File: src/rtl/veggie_pkg.sv
// Shared constants and types for the frame buffer write side.
//   H_RES/V_RES : visible resolution in pixels/lines
//   ADDR_W/PIX_W: frame buffer address and palette index widths
//   frame_writer_state_t : rectangle fill FSM states
//   fill_cmd_t  : latched fill command (x, y, w, h, color)
package veggie_pkg;
  localparam int H_RES  = 640;
  localparam int V_RES  = 480;
  localparam int ADDR_W = 19;
  localparam int PIX_W  = 8;

  typedef enum logic [1:0] {IDLE, SETUP, FILL, DONE} frame_writer_state_t;

  typedef struct packed {
    logic [9:0]       x;
    logic [8:0]       y;
    logic [9:0]       w;
    logic [8:0]       h;
    logic [PIX_W-1:0] color;
  } fill_cmd_t;

  // y*640 as two shifts; 511*640 still fits in ADDR_W bits.
  function automatic logic [ADDR_W-1:0] row_base(input logic [8:0] y);
    logic [ADDR_W-1:0] yy;
    yy = ADDR_W'(y);
    return (yy << 9) + (yy << 7);
  endfunction
endpackage

File: src/rtl/frame_clipper.sv
// Extent computation for a fill command: exclusive right/bottom edges and
// an empty flag. Combinational; the parent registers the result in SETUP.
// Build option: FRAME_WRITER_CLIP_EN clamps the edges to the screen; when
// undefined the edges are passed through unclamped.
//   i_cmd   : latched command
//   o_x_end : x + w (11 bit), clamped to H_RES when clipping
//   o_y_end : y + h (10 bit), clamped to V_RES when clipping
//   o_empty : no pixel to write
module frame_clipper
  import veggie_pkg::*;
(
  input  fill_cmd_t   i_cmd,
  output logic [10:0] o_x_end,
  output logic [9:0]  o_y_end,
  output logic        o_empty
);
  logic [10:0] w_x_sum;
  logic [9:0]  w_y_sum;

  always_comb begin
    w_x_sum = {1'b0, i_cmd.x} + {1'b0, i_cmd.w};
    w_y_sum = {1'b0, i_cmd.y} + {1'b0, i_cmd.h};
`ifdef FRAME_WRITER_CLIP_EN
    o_x_end = (w_x_sum > 11'(H_RES)) ? 11'(H_RES) : w_x_sum;
    o_y_end = (w_y_sum > 10'(V_RES)) ? 10'(V_RES) : w_y_sum;
`else
    o_x_end = w_x_sum;
    o_y_end = w_y_sum;
`endif
    // An origin at/after the clamped edge (off-screen start) is also empty.
    o_empty = (o_x_end <= {1'b0, i_cmd.x}) || (o_y_end <= {1'b0, i_cmd.y});
  end
endmodule

File: src/rtl/frame_writer.sv
// Rectangle fill engine on the frame buffer write port: accepts one command
// over valid/ready, then writes one pixel per clock in row-major order.
// Build option: FRAME_WRITER_CLIP_EN (see frame_clipper).
//   Clk, Reset        : clock, async active-high reset
//   cmd_*             : fill command and handshake (cmd_ready high in IDLE)
//   busy, done        : not-IDLE status, one-cycle completion pulse
//   frame_wrAddress/frame_input/frame_we : buffer write port (registered)
module frame_writer
  import veggie_pkg::*;
(
  input  logic              Clk,
  input  logic              Reset,
  input  logic              cmd_valid,
  output logic              cmd_ready,
  input  logic [9:0]        cmd_x,
  input  logic [8:0]        cmd_y,
  input  logic [9:0]        cmd_w,
  input  logic [8:0]        cmd_h,
  input  logic [PIX_W-1:0]  cmd_color,
  output logic              busy,
  output logic              done,
  output logic [ADDR_W-1:0] frame_wrAddress,
  output logic [PIX_W-1:0]  frame_input,
  output logic              frame_we
);
  frame_writer_state_t r_state;
  fill_cmd_t           r_cmd;
  logic [10:0]         r_x_cur, r_x_end;
  logic [9:0]          r_y_cur, r_y_end;
  logic [ADDR_W-1:0]   r_row_base, r_addr;
  logic [PIX_W-1:0]    r_data;
  logic                r_we, r_done;

  logic [10:0]         w_x_end;
  logic [9:0]          w_y_end;
  logic                w_empty, w_row_last, w_last_row;
  logic [ADDR_W-1:0]   w_row_base, w_next_row;

  frame_clipper u_clip (
    .i_cmd   (r_cmd),
    .o_x_end (w_x_end),
    .o_y_end (w_y_end),
    .o_empty (w_empty)
  );

  assign w_row_base = row_base(r_cmd.y);
  assign w_next_row = r_row_base + ADDR_W'(H_RES);
  assign w_row_last = (r_x_cur + 11'd1 == r_x_end);
  assign w_last_row = (r_y_cur + 10'd1 == r_y_end);

  always_ff @(posedge Clk or posedge Reset) begin
    if (Reset) begin
      r_state    <= IDLE;
      r_cmd      <= '0;
      r_x_cur    <= '0;
      r_x_end    <= '0;
      r_y_cur    <= '0;
      r_y_end    <= '0;
      r_row_base <= '0;
      r_addr     <= '0;
      r_data     <= '0;
      r_we       <= 1'b0;
      r_done     <= 1'b0;
    end else begin
      case (r_state)
        IDLE: begin
          r_we   <= 1'b0;
          r_done <= 1'b0;
          if (cmd_valid) begin
            r_cmd   <= '{x: cmd_x, y: cmd_y, w: cmd_w, h: cmd_h, color: cmd_color};
            r_state <= SETUP;
          end
        end
        SETUP: begin
          r_x_end    <= w_x_end;
          r_y_end    <= w_y_end;
          r_x_cur    <= {1'b0, r_cmd.x};
          r_y_cur    <= {1'b0, r_cmd.y};
          r_row_base <= w_row_base;
          r_data     <= r_cmd.color;
          if (w_empty) begin
            r_done  <= 1'b1;
            r_state <= DONE;
          end else begin
            // First pixel goes out on this edge so FILL has no lead-in bubble.
            r_we    <= 1'b1;
            r_addr  <= w_row_base + ADDR_W'(r_cmd.x);
            r_state <= FILL;
          end
        end
        FILL: begin
          if (w_row_last) begin
            if (w_last_row) begin
              r_we    <= 1'b0;
              r_done  <= 1'b1;
              r_state <= DONE;
            end else begin
              r_x_cur    <= {1'b0, r_cmd.x};
              r_y_cur    <= r_y_cur + 10'd1;
              r_row_base <= w_next_row;
              r_addr     <= w_next_row + ADDR_W'(r_cmd.x);
            end
          end else begin
            r_x_cur <= r_x_cur + 11'd1;
            r_addr  <= r_addr + ADDR_W'(1);
          end
        end
        DONE: begin
          r_done  <= 1'b0;
          r_state <= IDLE;
        end
        default: r_state <= IDLE;
      endcase
    end
  end

  assign cmd_ready       = (r_state == IDLE);
  assign busy            = (r_state != IDLE);
  assign done            = r_done;
  assign frame_we        = r_we;
  assign frame_wrAddress = r_addr;
  assign frame_input     = r_data;
endmodule

File: config.mk
export PLATFORM = sky130hd
export DESIGN_NAME = frame_writer
export DESIGN_NICKNAME = d
export VERILOG_FILES = /design/src/rtl/veggie_pkg.sv /design/src/rtl/frame_clipper.sv /design/src/rtl/frame_writer.sv
export SDC_FILE = /design/constraint.sdc
export NUM_CORES = 1
export LEC_CHECK = 0
export CAP_MARGIN = 10
export CORE_ASPECT_RATIO = 1.25
export CORE_MARGIN = 5
export CORE_UTILIZATION = 55
export CTS_BUF_LIST = sky130_fd_sc_hd__clkbuf_8
export CTS_CLUSTER_SIZE = 12
export DETAILED_ROUTE_END_ITERATION = 12
export PLACE_DENSITY = 0.8
export SLEW_MARGIN = 20
export SYNTH_ARGS = -nofsm -noshare
export SYNTH_HDL_FRONTEND = slang
export SYNTH_SLANG_ARGS = --single-unit
File: constraint.sdc
create_clock -name Clk -period 4.4 [get_ports Clk]
set_input_delay 0.88 -clock Clk [delete_from_list [all_inputs] [get_ports Clk]]
set_output_delay 0.88 -clock Clk [all_outputs]
set_load 0.005 [all_outputs]
# After elaboration in Yosys (flattened, before gate mapping)
# Cells that the tools add are included.
[totals]
wordCells = 77
n_memories = 0
input_bits = 49
output_inout_bits = 31
mem_bits_rw = 0
romBits = 0
regBits = 138
latchBits = 0
[classes]
magnitude_cmp = 2
n_addsub = 9
mul = 0
n_div = 0
shifts = 0
reduce_logical = 13
n_eq_ne = 12
n_mux = 26
n_bitwise = 0
[ops]
columns = ["cell", "n"]
rows = [
  ["19-bit two-way mux", 5],
  ["19-bit one-hot mux with 2 select lines", 2],
  ["19-bit by 10-bit adder with 19-bit output", 2],
  ["11-bit two-way mux", 2],
  ["11-bit one-hot mux with 2 select lines", 1],
  ["10-bit two-way mux", 2],
  ["10-bit one-hot mux with 2 select lines", 1],
  ["18-bit by 16-bit adder with 19-bit output", 1],
  ["19-bit by 1-bit adder with 19-bit output, second input constant", 1],
  ["19-bit by 10-bit adder with 19-bit output, second input constant", 1],
  ["3-bit AND reduction", 4],
  ["10-bit by 10-bit adder with 11-bit output", 1],
  ["11-bit by 1-bit adder with 11-bit output, second input constant", 1],
  ["11-bit == test", 1],
  ["11-bit by 10-bit less-or-equal comparator with 1-bit output", 1],
  ["10-bit by 1-bit adder with 10-bit output, second input constant", 1],
  ["9-bit by 9-bit adder with 10-bit output", 1],
  ["10-bit == test", 1],
  ["10-bit by 9-bit less-or-equal comparator with 1-bit output", 1],
  ["2-bit != test, second input constant", 5],
  ["2-bit one-hot mux with 4 select lines", 1],
  ["1-bit two-way mux", 7],
  ["2-bit two-way mux", 3],
  ["1-bit one-hot mux with 3 select lines", 2],
  ["11 further kinds", 14],
]

# Longest topological paths before layout
# Gate-level depths: netlist of the first run.
[depth]
ltp_word = 5
mapped_depth = 17
depth_no_buf = 16

# Cells and area by module
# From an unflattened synthesis of the first run, not the netlist that was laid out.
[unflattened]
cells_unflattened = 986
hier_area_um2 = 9306.4
[by_module_without_submodules]
columns = ["module", "area_per_inst_um2", "cells_each", "seq_area_each_um2", "n_inst"]
rows = [
  ["frame_writer", 8112.8, 832, 3278.1, 1],
  ["frame_clipper", 1193.6, 154, 0.0, 1],
]

# Worst setup path after synthesis of the first run
# OpenSTA, ideal clock, no wires.
[synth_timing]
path_kind = "register -> register"
start = "register r_cmd[18] (netlist bit)"
end = "register r_we, in the netlist frame_we"
arrival_ps = 3461
path_slack_ps = 819
required_time_ps = 4279
path_stages_with_launch = 18
synth_period_minus_slack_ps = 3581
setup_ps = 121
path_buffers = 1
cell_sequence = "dfrtp_1 ha_1 a21o_1 a21oi_1 o21bai_1 a21oi_1 o21ai_0 a31o_2 a21oi_1 xnor2_1 ha_1 nand4_1 o32ai_1 a31oi_1 o22ai_1 clkbuf_1 o21bai_1 a22o_1"
[synth_via]
elab_chain_cells = 5
[synth_lines]
columns = ["item", "line", "source"]
rows = [
  ["start: declaration", "frame_writer.sv:27", "fill_cmd_t r_cmd;"],
  ["start signal: assignment", "frame_writer.sv:70", "r_cmd <= '{x: cmd_x, y: cmd_y, w: cmd_w, h: cmd_h, color: cmd_color};"],
  ["10-bit by 10-bit adder with 11-bit output", "frame_clipper.sv:21", "w_x_sum = {1'b0, i_cmd.x} + {1'b0, i_cmd.w};"],
  ["named net u_clip.o_x_end[9]", "frame_clipper.sv:13", "output logic [10:0] o_x_end,"],
  ["11-bit by 10-bit less-or-equal comparator with 1-bit output", "frame_clipper.sv:31", "o_empty = (o_x_end <= {1'b0, i_cmd.x}) || (o_y_end <= {1'b0, i_cmd.y});"],
  ["1-bit logical OR", "frame_clipper.sv:31", ""],
  ["2-bit != test (no line)", "n/a", ""],
  ["4-bit AND reduction (no line)", "n/a", ""],
  ["end signal: assignment", "frame_writer.sv:62", "r_we <= 1'b0;"],
  ["end signal: assignment", "frame_writer.sv:67", "r_we <= 1'b0;"],
  ["end signal: assignment", "frame_writer.sv:86", "r_we <= 1'b1;"],
  ["end: declaration", "frame_writer.sv:32", "logic r_we, r_done;"],
]
# The timed path passes the listed nets, and every way through them passes these cells.
# A chain may end at the register's enable or synchronous reset.

# Worst setup path after layout of the first run
[layout_timing]
start = "register r_cmd[8] (netlist bit)"
end = "register r_addr[13], in the netlist frame_wrAddress[13]"
[layout_via]
elab_chain_cells = 5
[layout_lines]
columns = ["item", "line", "source"]
rows = [
  ["9-bit by 9-bit adder with 10-bit output", "frame_clipper.sv:22", "w_y_sum = {1'b0, i_cmd.y} + {1'b0, i_cmd.h};"],
  ["named net u_clip.o_y_end[8]", "frame_clipper.sv:14", "output logic [9:0] o_y_end,"],
  ["10-bit by 9-bit less-or-equal comparator with 1-bit output", "frame_clipper.sv:31", ""],
  ["1-bit logical OR", "frame_clipper.sv:31", ""],
  ["2-bit != test (no line)", "n/a", ""],
  ["3-bit AND reduction (no line)", "n/a", ""],
  ["end signal: assignment", "frame_writer.sv:87", "r_addr <= w_row_base + ADDR_W'(r_cmd.x);"],
  ["end signal: assignment", "frame_writer.sv:101", "r_addr <= w_next_row + ADDR_W'(r_cmd.x);"],
  ["end signal: assignment", "frame_writer.sv:105", "r_addr <= r_addr + ADDR_W'(1);"],
  ["end: declaration", "frame_writer.sv:30", "logic [ADDR_W-1:0] r_row_base, r_addr;"],
]
# The timed path passes the listed nets, and every way through them passes these cells.

==> impl_metrics.toml, run 1 <==
[outcome]
status = "finished, final reports clean"

[logic_synthesis]
synth_flop_cell = "dfrtp_1"
ys_ff_latch = 131
yosysMostFrequentCell = "dfrtp_1"
synthArstFlopShare = 1.000
yosysSeqAreaShare = 0.3636
syn-cell-area_um2 = 9016
synth_edf_count = 0
synth.avg_cell_area_um2 = 9.705
synth_nets = 1039
synth_area_leaders = "dfrtp_1 36%, mux2_2 9.7%, ha_1 7.9%, xnor2_1 5.3%, a21oi_1 3.6%"
synth_cells = 929
yosysUniqueCellTypes = 76
synth_top_area_share = 0.3636
synth_top_cells_by_count = "131 x dfrtp_1, 78 x mux2_2, 67 x nor2_1, 64 x a21oi_1, 57 x ha_1"
yosysWarnings = 0
yosysTopAreaCell = "dfrtp_1"

[critical_path]
cp.required_ns = 4.75
worst-path-stages = 16
crit_fanout = 15
path_buf_inv = 0
cp_top_family = "compound AO/OA/AOI/OAI gates"
r2r-end = "frame_wrAddress[13]"
reg2reg_slack_ns = 0.23
reg2reg_depth = 16
crit_chain = "ha_1 -> fa_1 -> a21o_1 -> a21oi_1 -> o21bai_1 -> a21oi_1 -> o21bai_1 -> a21oi_1 -> xnor2_1 -> ha_1 -> nand4_1 -> o32ai_1 -> nor2_1 -> o22ai_1 -> a21oi_4 -> mux2_2"
max_stage_delay_ns = 0.58
cp-end-kind = "flop"
rr_startpoint = "r_cmd[8]"
slowest_stage = "a21oi_4"
startpoint_type = "flop"
cp.arrival_ns = 4.52
crit_top_cell = "a21oi_1"
critPathKind = "flop to flop"

[place]
io_buffers = 79
place_area_um2 = 10040
hpwl_um = 15760
routabilityCongestion = 0.9170

[grt]
antenna_found_initial = 0
grt_use_total = 0.2233
grt_pass1_wl_um = 35130
grt_max_degree = 71
grt_pass1_vias = 7318
grt-ovfl-total = 0

[floorplan]
ioPinCount = 80
start_util = 0.5588
die-area_um2 = 19070
row_count = 52
core_um2 = 16140
die_h_um = 153.2
die_w_um = 124.5

[finish]
n_antenna_cell = 0
nNetsFinal = 1112
fin_area_um2 = 10440
syn_to_final_growth_pct = 15.74
fin_util = 0.6467
drive_above_1_share = 0.1537

[timing]
clock_skew_ns = 0.02079
finalHoldViolations = 0
finalSetupTns_ns = 0
slew_viol_final = 0
slew_headroom = 0.2862
whs_ns = 0.5000
setup_viol = 0
timing.final.crit_period_ns = 4.169
max_freq_mhz = 239.8
worst_pin_slew_ns = 1.067
rsz0062_at_grt = "false"
fin_crit_sh = 0.9476

[clock_network]
cts.sinks = 131
cts_setup_buffers = 0
cts_resized = 0
cts_buffers = 17
cts_hold_buf = 0
clk_latency_ns = 0.47
root_buffer = "clkbuf_8"
clk_path_buf_depth = 2
clk_pin_slew_ns = 0.09
cts_max_level = 4
cts_tree = "built"

[run]
cap_violations = 0

[routing]
vias = 7288
drt-initial-drc-count = 514
drc = 0
ant_nets = 0
dr.pass1.iters = 5
via_per_inst = 5.920
drt_wl_total_um = 21160
wl_per_cell_um = 17.19

[min_path]
whs_endpoint = "r_x_cur[10]"
min_from = "r_x_cur[10]"
hold_class = "flop to flop"
hold_depth = 1
## layout make-up
type	count	area [um^2]
Timing Repair Buffer	95	923.4
Multi-Input combinational cell	706	5380
Fill cell	1361	5700
Clock buffer	17	234.0
Inverter	51	193.9
Clock inverter	15	155.1
Sequential cell	131	3278
Tap cell	216	270.3
## layer usage
metal  share of wire  track usage
met1            0.41       0.2589
met2            0.52       0.4013
met3           0.034      0.03979
met4           0.034      0.09974
met5               0            0
## cells by family (layout without fill, tap and decap cells)
logic type,Yosys count,in the layout,share of synthesized area
buf+inv,92,178,0.04246
xor+xnor,80,80,0.07771
flops,131,131,0.3636
fa+ha+maj,61,61,0.08798
compound gates,226,226,0.1683
simple gates,242,242,0.1381
mux,97,97,0.1218
## layout by cell type, fill, tap and decap left out, drive strengths merged, types with 8 or more instances in the layout
| cell | instances |
|---|---|
| a21oi | 65 |
| ha | 57 |
| buf | 16 |
| and3 | 13 |
| clkbuf | 17 |
| clkdlybuf4s50 | 79 |
| a31oi | 16 |
| xnor2 | 55 |
| nor3 | 10 |
| nor2 | 68 |
| nand3 | 29 |
| xor2 | 25 |
| mux2 | 84 |
| mux2i | 13 |
| a21o | 14 |
| dfrtp | 131 |
| inv | 62 |
| nor2b | 8 |
| o21ai | 47 |
| o22a | 14 |
| nand4 | 17 |
| nand2 | 53 |
| o31ai | 8 |
## flip-flops by register name, indices dropped and copies added, names as in the netlist
name	count
r_cmd	46
frame_wrAddress	19
r_row_base	12
r_x_cur	11
r_x_end	11
r_y_cur	10
r_y_end	10
frame_input	8
r_state	2
done	1
frame_we	1
## worst max path at each step
stage	slack (ns)	start	to
after floorplan	0.02	Reset	done
after global placement	0.19	r_cmd[8]	frame_wrAddress[16]
after detailed placement	0.09	r_cmd[8]	frame_wrAddress[15]
after CTS	0.04	r_cmd[8]	frame_wrAddress[13]
after global routing	0.05	r_cmd[8]	frame_wrAddress[15]
final	0.23	r_cmd[8]	frame_wrAddress[13]
## stage by stage
stage | setup WS, ns | cells
CTS | 0.04121 | 1231
floorplan | 0.02230 | 929
finish | 0.2306 | 1231
global route | 0.05040 | 1231
global placement | 0.1950 | 1199
detailed placement | 0.08547 | 1199
Power of run 1 is left out: the tool's default activity adds up to more than one toggle a clock period on the data nets, which glitch-free logic cannot reach.
==> run 2, diff against run 1 <==
- CORE_MARGIN: 5 -> unset
- CTS_BUF_LIST: sky130_fd_sc_hd__clkbuf_8 -> sky130_fd_sc_hd__clkbuf_4 sky130_fd_sc_hd__clkbuf_8
==> impl_metrics.toml, run 2 (same netlist as run 1, synthesis figures left out) <==
[clock_network]
cts_max_level = 4
root_buffer = "clkbuf_8"
clk_pin_slew_ns = 0.08
clk_path_buf_depth = 2
cts_tree = "built"
cts_buffers = 17
cts.sinks = 131
clk_latency_ns = 0.46

[critical_path]
reg2reg_slack_ns = 0.26
cp.arrival_ns = 4.49
setup.worst_path.start = "r_cmd[8]"
critPathKind = "flop to flop"
crit_fanout = 15
max_stage_delay_ns = 0.57
crit_end = "frame_wrAddress[16]"
cp.required_ns = 4.75
slowest_stage = "a21oi_4"
r2r-end = "frame_wrAddress[16]"
reg2reg_depth = 16
crit_top_cell = "a21oi_1"
cp-end-kind = "flop"
rr_startpoint = "r_cmd[8]"
crit_chain = "ha_1 -> fa_1 -> a21o_1 -> a21oi_1 -> o21bai_1 -> a21oi_1 -> o21bai_1 -> a21oi_1 -> xnor2_1 -> ha_1 -> nand4_1 -> o32ai_1 -> nor2_1 -> o22ai_1 -> a21oi_4 -> mux2_2"
startpoint_type = "flop"

[timing]
finalHoldViolations = 0
setup_viol = 0
fin_crit_sh = 0.9401
slew_headroom = 0.5512
rsz0062_at_grt = "false"
whs_ns = 0.5063
timing.final.crit_period_ns = 4.136
clock_skew_ns = 0.01464
max_freq_mhz = 241.8
worst_pin_slew_ns = 0.6732
slew_viol_final = 0
finalSetupTns_ns = 0

[floorplan]
die_w_um = 116.5
core_um2 = 15830
die_h_um = 145.2
start_util = 0.5697
ioPinCount = 80
die-area_um2 = 16910
row_count = 51

[place]
place_area_um2 = 10040
io_buffers = 79
hpwl_um = 15660
routabilityCongestion = 0.9495

[grt]
grt_max_degree = 55
grt_pass1_wl_um = 35090
grt_use_total = 0.2644
grt-ovfl-total = 0
antenna_found_initial = 0
grt_pass1_vias = 7190

[outcome]
status = "finished, final reports clean"

[routing]
vias = 7345
ant_nets = 0
drt_wl_total_um = 21050
drc = 0
wl_per_cell_um = 17.13
dr.pass1.iters = 5
drt-initial-drc-count = 533
via_per_inst = 5.976

[finish]
fillCellCount = 1289
syn_to_final_growth_pct = 15.42
register_area_um2 = 3278
largest-register = "r_cmd"
nNetsFinal = 1114
multi_input_area_um2 = 5385
final_cell_mix = "131 x dfrtp_1, 79 x clkdlybuf4s50_1, 78 x mux2_2, 67 x nor2_1, 63 x a21oi_1"
n_antenna_cell = 0
fin_util = 0.6576
largest_reg_flops = 46
fin_area_um2 = 10410
final_common_cell = "dfrtp_1"
drive_above_1_share = 0.1554

[min_path]
hold_class = "flop to flop"

[run]
cap_violations = 0
==> run 2: cell count changes in the layout (fill, tap and decap cells not counted), moves of 2 or more <==
cell | previous run | this run
clkinv_4 | 1 | 3
inv_8 | 3 | 1
clkinvlp_4 | 1 | 5
inv_6 | 8 | 3
buf_4 | 15 | 18
clkbuf_4 | 0 | 3
==> run 2: what timing repair did <==
item | 4_1_cts | 5_1_grt
buffers inserted | 0 | 0
gates resized for setup | 0 | 1
hold buffers | 0 | 0
endpoints found under the setup margin | 0 | 12
==> run 2: worst min-delay path by stage <==
stage,from,end,slack [ns],cells past startpoint
finish,r_cmd[5],frame_input[5],0.51,1
global route,r_cmd[5],r_cmd[5],0.52,1
CTS,r_cmd[5],frame_input[5],0.51,1
detailed placement,r_cmd[5],frame_input[5],0.49,1
global placement,r_cmd[6],r_cmd[6],0.48,1
floorplan,r_x_cur[10],r_x_cur[10],0.47,1
==> run 2: final cells by class <==
type                            instances  share of cell area
Clock buffer                           20             0.02465
Clock inverter                         12            0.009739
Inverter                               51             0.01864
Multi-Input combinational cell        706              0.5175
Sequential cell                       131              0.3150
Tap cell                              212             0.02549
Timing Repair Buffer                   97             0.08897
==> run 2: through the flow <==
step / setup slack, ns / cells
2_1_floorplan: 0.02230 / 929
3_3_place_gp: 0.1965 / 1197
3_5_place_dp: 0.08746 / 1197
4_1_cts: 0.06380 / 1229
5_1_grt: 0.08031 / 1229
6_report: 0.2638 / 1229
==> run 2: worst max-delay path, delay by kind of cell, from the launching register on <==
kind                       cells  cell delay [ns]
xor gates and xnor gates       1             0.18
DFF                            1             0.41
adders and majority gates      3             0.95
AOI/OAI and AO/OA              9             1.86
muxes                          1             0.40
and+or+nand+nor                2             0.23
==> run 2: metal layers <==
metal	GRT usage	share of wire	wire length, um
met3	0.03509	0.031	653
met1	0.3179	0.42	8750
met2	0.4678	0.53	11120
met4	0.1032	0.025	527
met5	0	0	0
Power of run 2 is left out for the same reason.
==> run 3, diff against run 2 <==
- GPL_ROUTABILITY_DRIVEN: unset -> 0
- SLEW_MARGIN: 20 -> unset
- clock period: 4.4 -> 3.5 ns (I/O delays scaled with it)
==> impl_metrics.toml, run 3 (same netlist as run 1, synthesis figures left out) <==
[outcome]
status = "finished, violations left"
violations = "setup timing"

[critical_path]
setup.worst_path.start = "r_cmd[27]"
reg2reg_slack_ns = -0.25
cp-end-kind = "flop"
startpoint_type = "flop"
crit_fanout = 7
cp.arrival_ns = 4.10
crit_end = "frame_wrAddress[13]"
critPathKind = "flop to flop"
rr_startpoint = "r_cmd[27]"
reg2reg_depth = 18
r2r-end = "frame_wrAddress[13]"
cp.required_ns = 3.85

[routing]
dr.pass1.iters = 7
drc = 0
ant_nets = 0
dr_wl_met2_um = 11560
met3WireLength_um = 874
drt-initial-drc-count = 480
top_layer_used = "met4"
drt_wl_total_um = 22230
wl_per_cell_um = 17.52
vias = 7574
via_per_inst = 5.968
m1WireLength_um = 8900

[finish]
fillCellCount = 1222
register_area_um2 = 3278
n_antenna_cell = 0
final_cell_mix = "131 x dfrtp_1, 79 x clkdlybuf4s50_1, 76 x mux2_2, 67 x nor2_1, 56 x a21oi_1"
drive_above_1_share = 0.2091
nNetsFinal = 1154
largest_reg_flops = 46
fin_area_um2 = 10950
syn_to_final_growth_pct = 21.40
final_common_cell = "dfrtp_1"
largest-register = "r_cmd"
multi_input_area_um2 = 5512

[timing]
clock_skew_ns = 0.01292
rsz0062_at_grt = "true"
max_freq_mhz = 266.6
slew_viol_final = 0
whs_ns = 0.5088
finalSetupTns_ns = -4.190
worst_pin_slew_ns = 0.6196
slew_headroom = 0.5869
fin_crit_sh = 1.072
finalHoldViolations = 0
setup_ws_ns = -0.2508
timing.final.crit_period_ns = 3.751
setup_viol = 21

[place]
hpwl_um = 15870
place_area_um2 = 10330
pre_cts_slack_ns = -0.2259
io_buffers = 79

[floorplan]
row_count = 51
die_h_um = 145.2
ioPinCount = 80
die_w_um = 116.5
start_util = 0.5697
core_um2 = 15830
die-area_um2 = 16910

[clock_network]
clk_pin_slew_ns = 0.09
root_buffer = "clkbuf_8"
cts.sinks = 131
cts_buffers = 17
cts_max_level = 4
clk_path_buf_depth = 2
cts_hold_buf = 0
cts_tree = "built"
clk_latency_ns = 0.47

[grt]
grt_pass1_vias = 7517
grt_pass1_wl_um = 35910
antenna_found_initial = 0
grt_max_degree = 92
grt-ovfl-total = 0
grt_use_total = 0.2703

[run]
cap_violations = 0

[min_path]
hold_class = "flop to flop"
## run 3: cell types whose count changed in the layout (fill, tap and decap cells not counted), moves of 3 or more
cell,change
a211oi_1,-3
a221oi_2,+4
a221oi_1,-4
a21oi_1,-7
buf_12,+4
buf_4,+34
a211oi_2,+3
a21oi_2,+7
## run 3: final cells by class
| type | instances | area share |
|---|---|---|
| multi-input cells | 706 | 0.5035 |
| flip-flops and latches | 131 | 0.2995 |
| repair buffers | 137 | 0.1185 |
| well taps | 212 | 0.02423 |
| clock buffers | 19 | 0.02275 |
| inverters | 51 | 0.01783 |
| clock inverters | 13 | 0.01360 |
## run 3: layer usage
| layer | GRT usage | vias up |
|---|---|---|
| met1 | 0.3175 | 3678 |
| li1 | - | 3608 |
| met4 | 0.1321 | 0 |
| met3 | 0.04553 | 62 |
| met2 | 0.4672 | 226 |
| met5 | 0 | - |
## run 3: repair_timing
item / in CTS / in global routing
resized for setup: 19 / 12
pin swaps: 21 / 13
endpoints found under the setup margin: 22 / 22
setup buffers: 6 / 3
hold endpoints to repair: 0 / 0
gates cloned: 1 / 0
## run 3: worst max-delay path, stage by stage (launching register included)
cell      delay, ns
dfrtp_1        0.39
ha_2           0.21
fa_2           0.34
a21o_1         0.18
a21oi_2        0.18
o21bai_1       0.11
a21oi_2        0.17
buf_4          0.14
xnor2_1        0.08
ha_1           0.31
nand4_1        0.15
a21oi_2        0.17
nor3_1         0.08
nor2_1         0.18
o22ai_1        0.09
buf_4          0.18
a21oi_4        0.20
buf_12         0.16
mux2_2         0.32
## run 3: worst min-delay path by stage
stage	start	slack, ns	cells after the start	to
after floorplan	r_x_cur[10]	0.47	1	r_x_cur[10]
after global placement	r_cmd[7]	0.48	1	frame_input[7]
after detailed placement	r_cmd[7]	0.49	1	frame_input[7]
after CTS	r_cmd[7]	0.51	1	frame_input[7]
after global routing	r_cmd[4]	0.52	1	r_cmd[4]
final	r_cmd[7]	0.51	1	frame_input[7]
## run 3: per-stage QoR
stage | util | cells
finish | 0.6917 | 1269
global placement | 0.6528 | 1228
detailed placement | 0.6528 | 1228
floorplan | - | 929
global route | 0.6917 | 1269
CTS | 0.6875 | 1267
Power of run 3 is left out for the same reason.
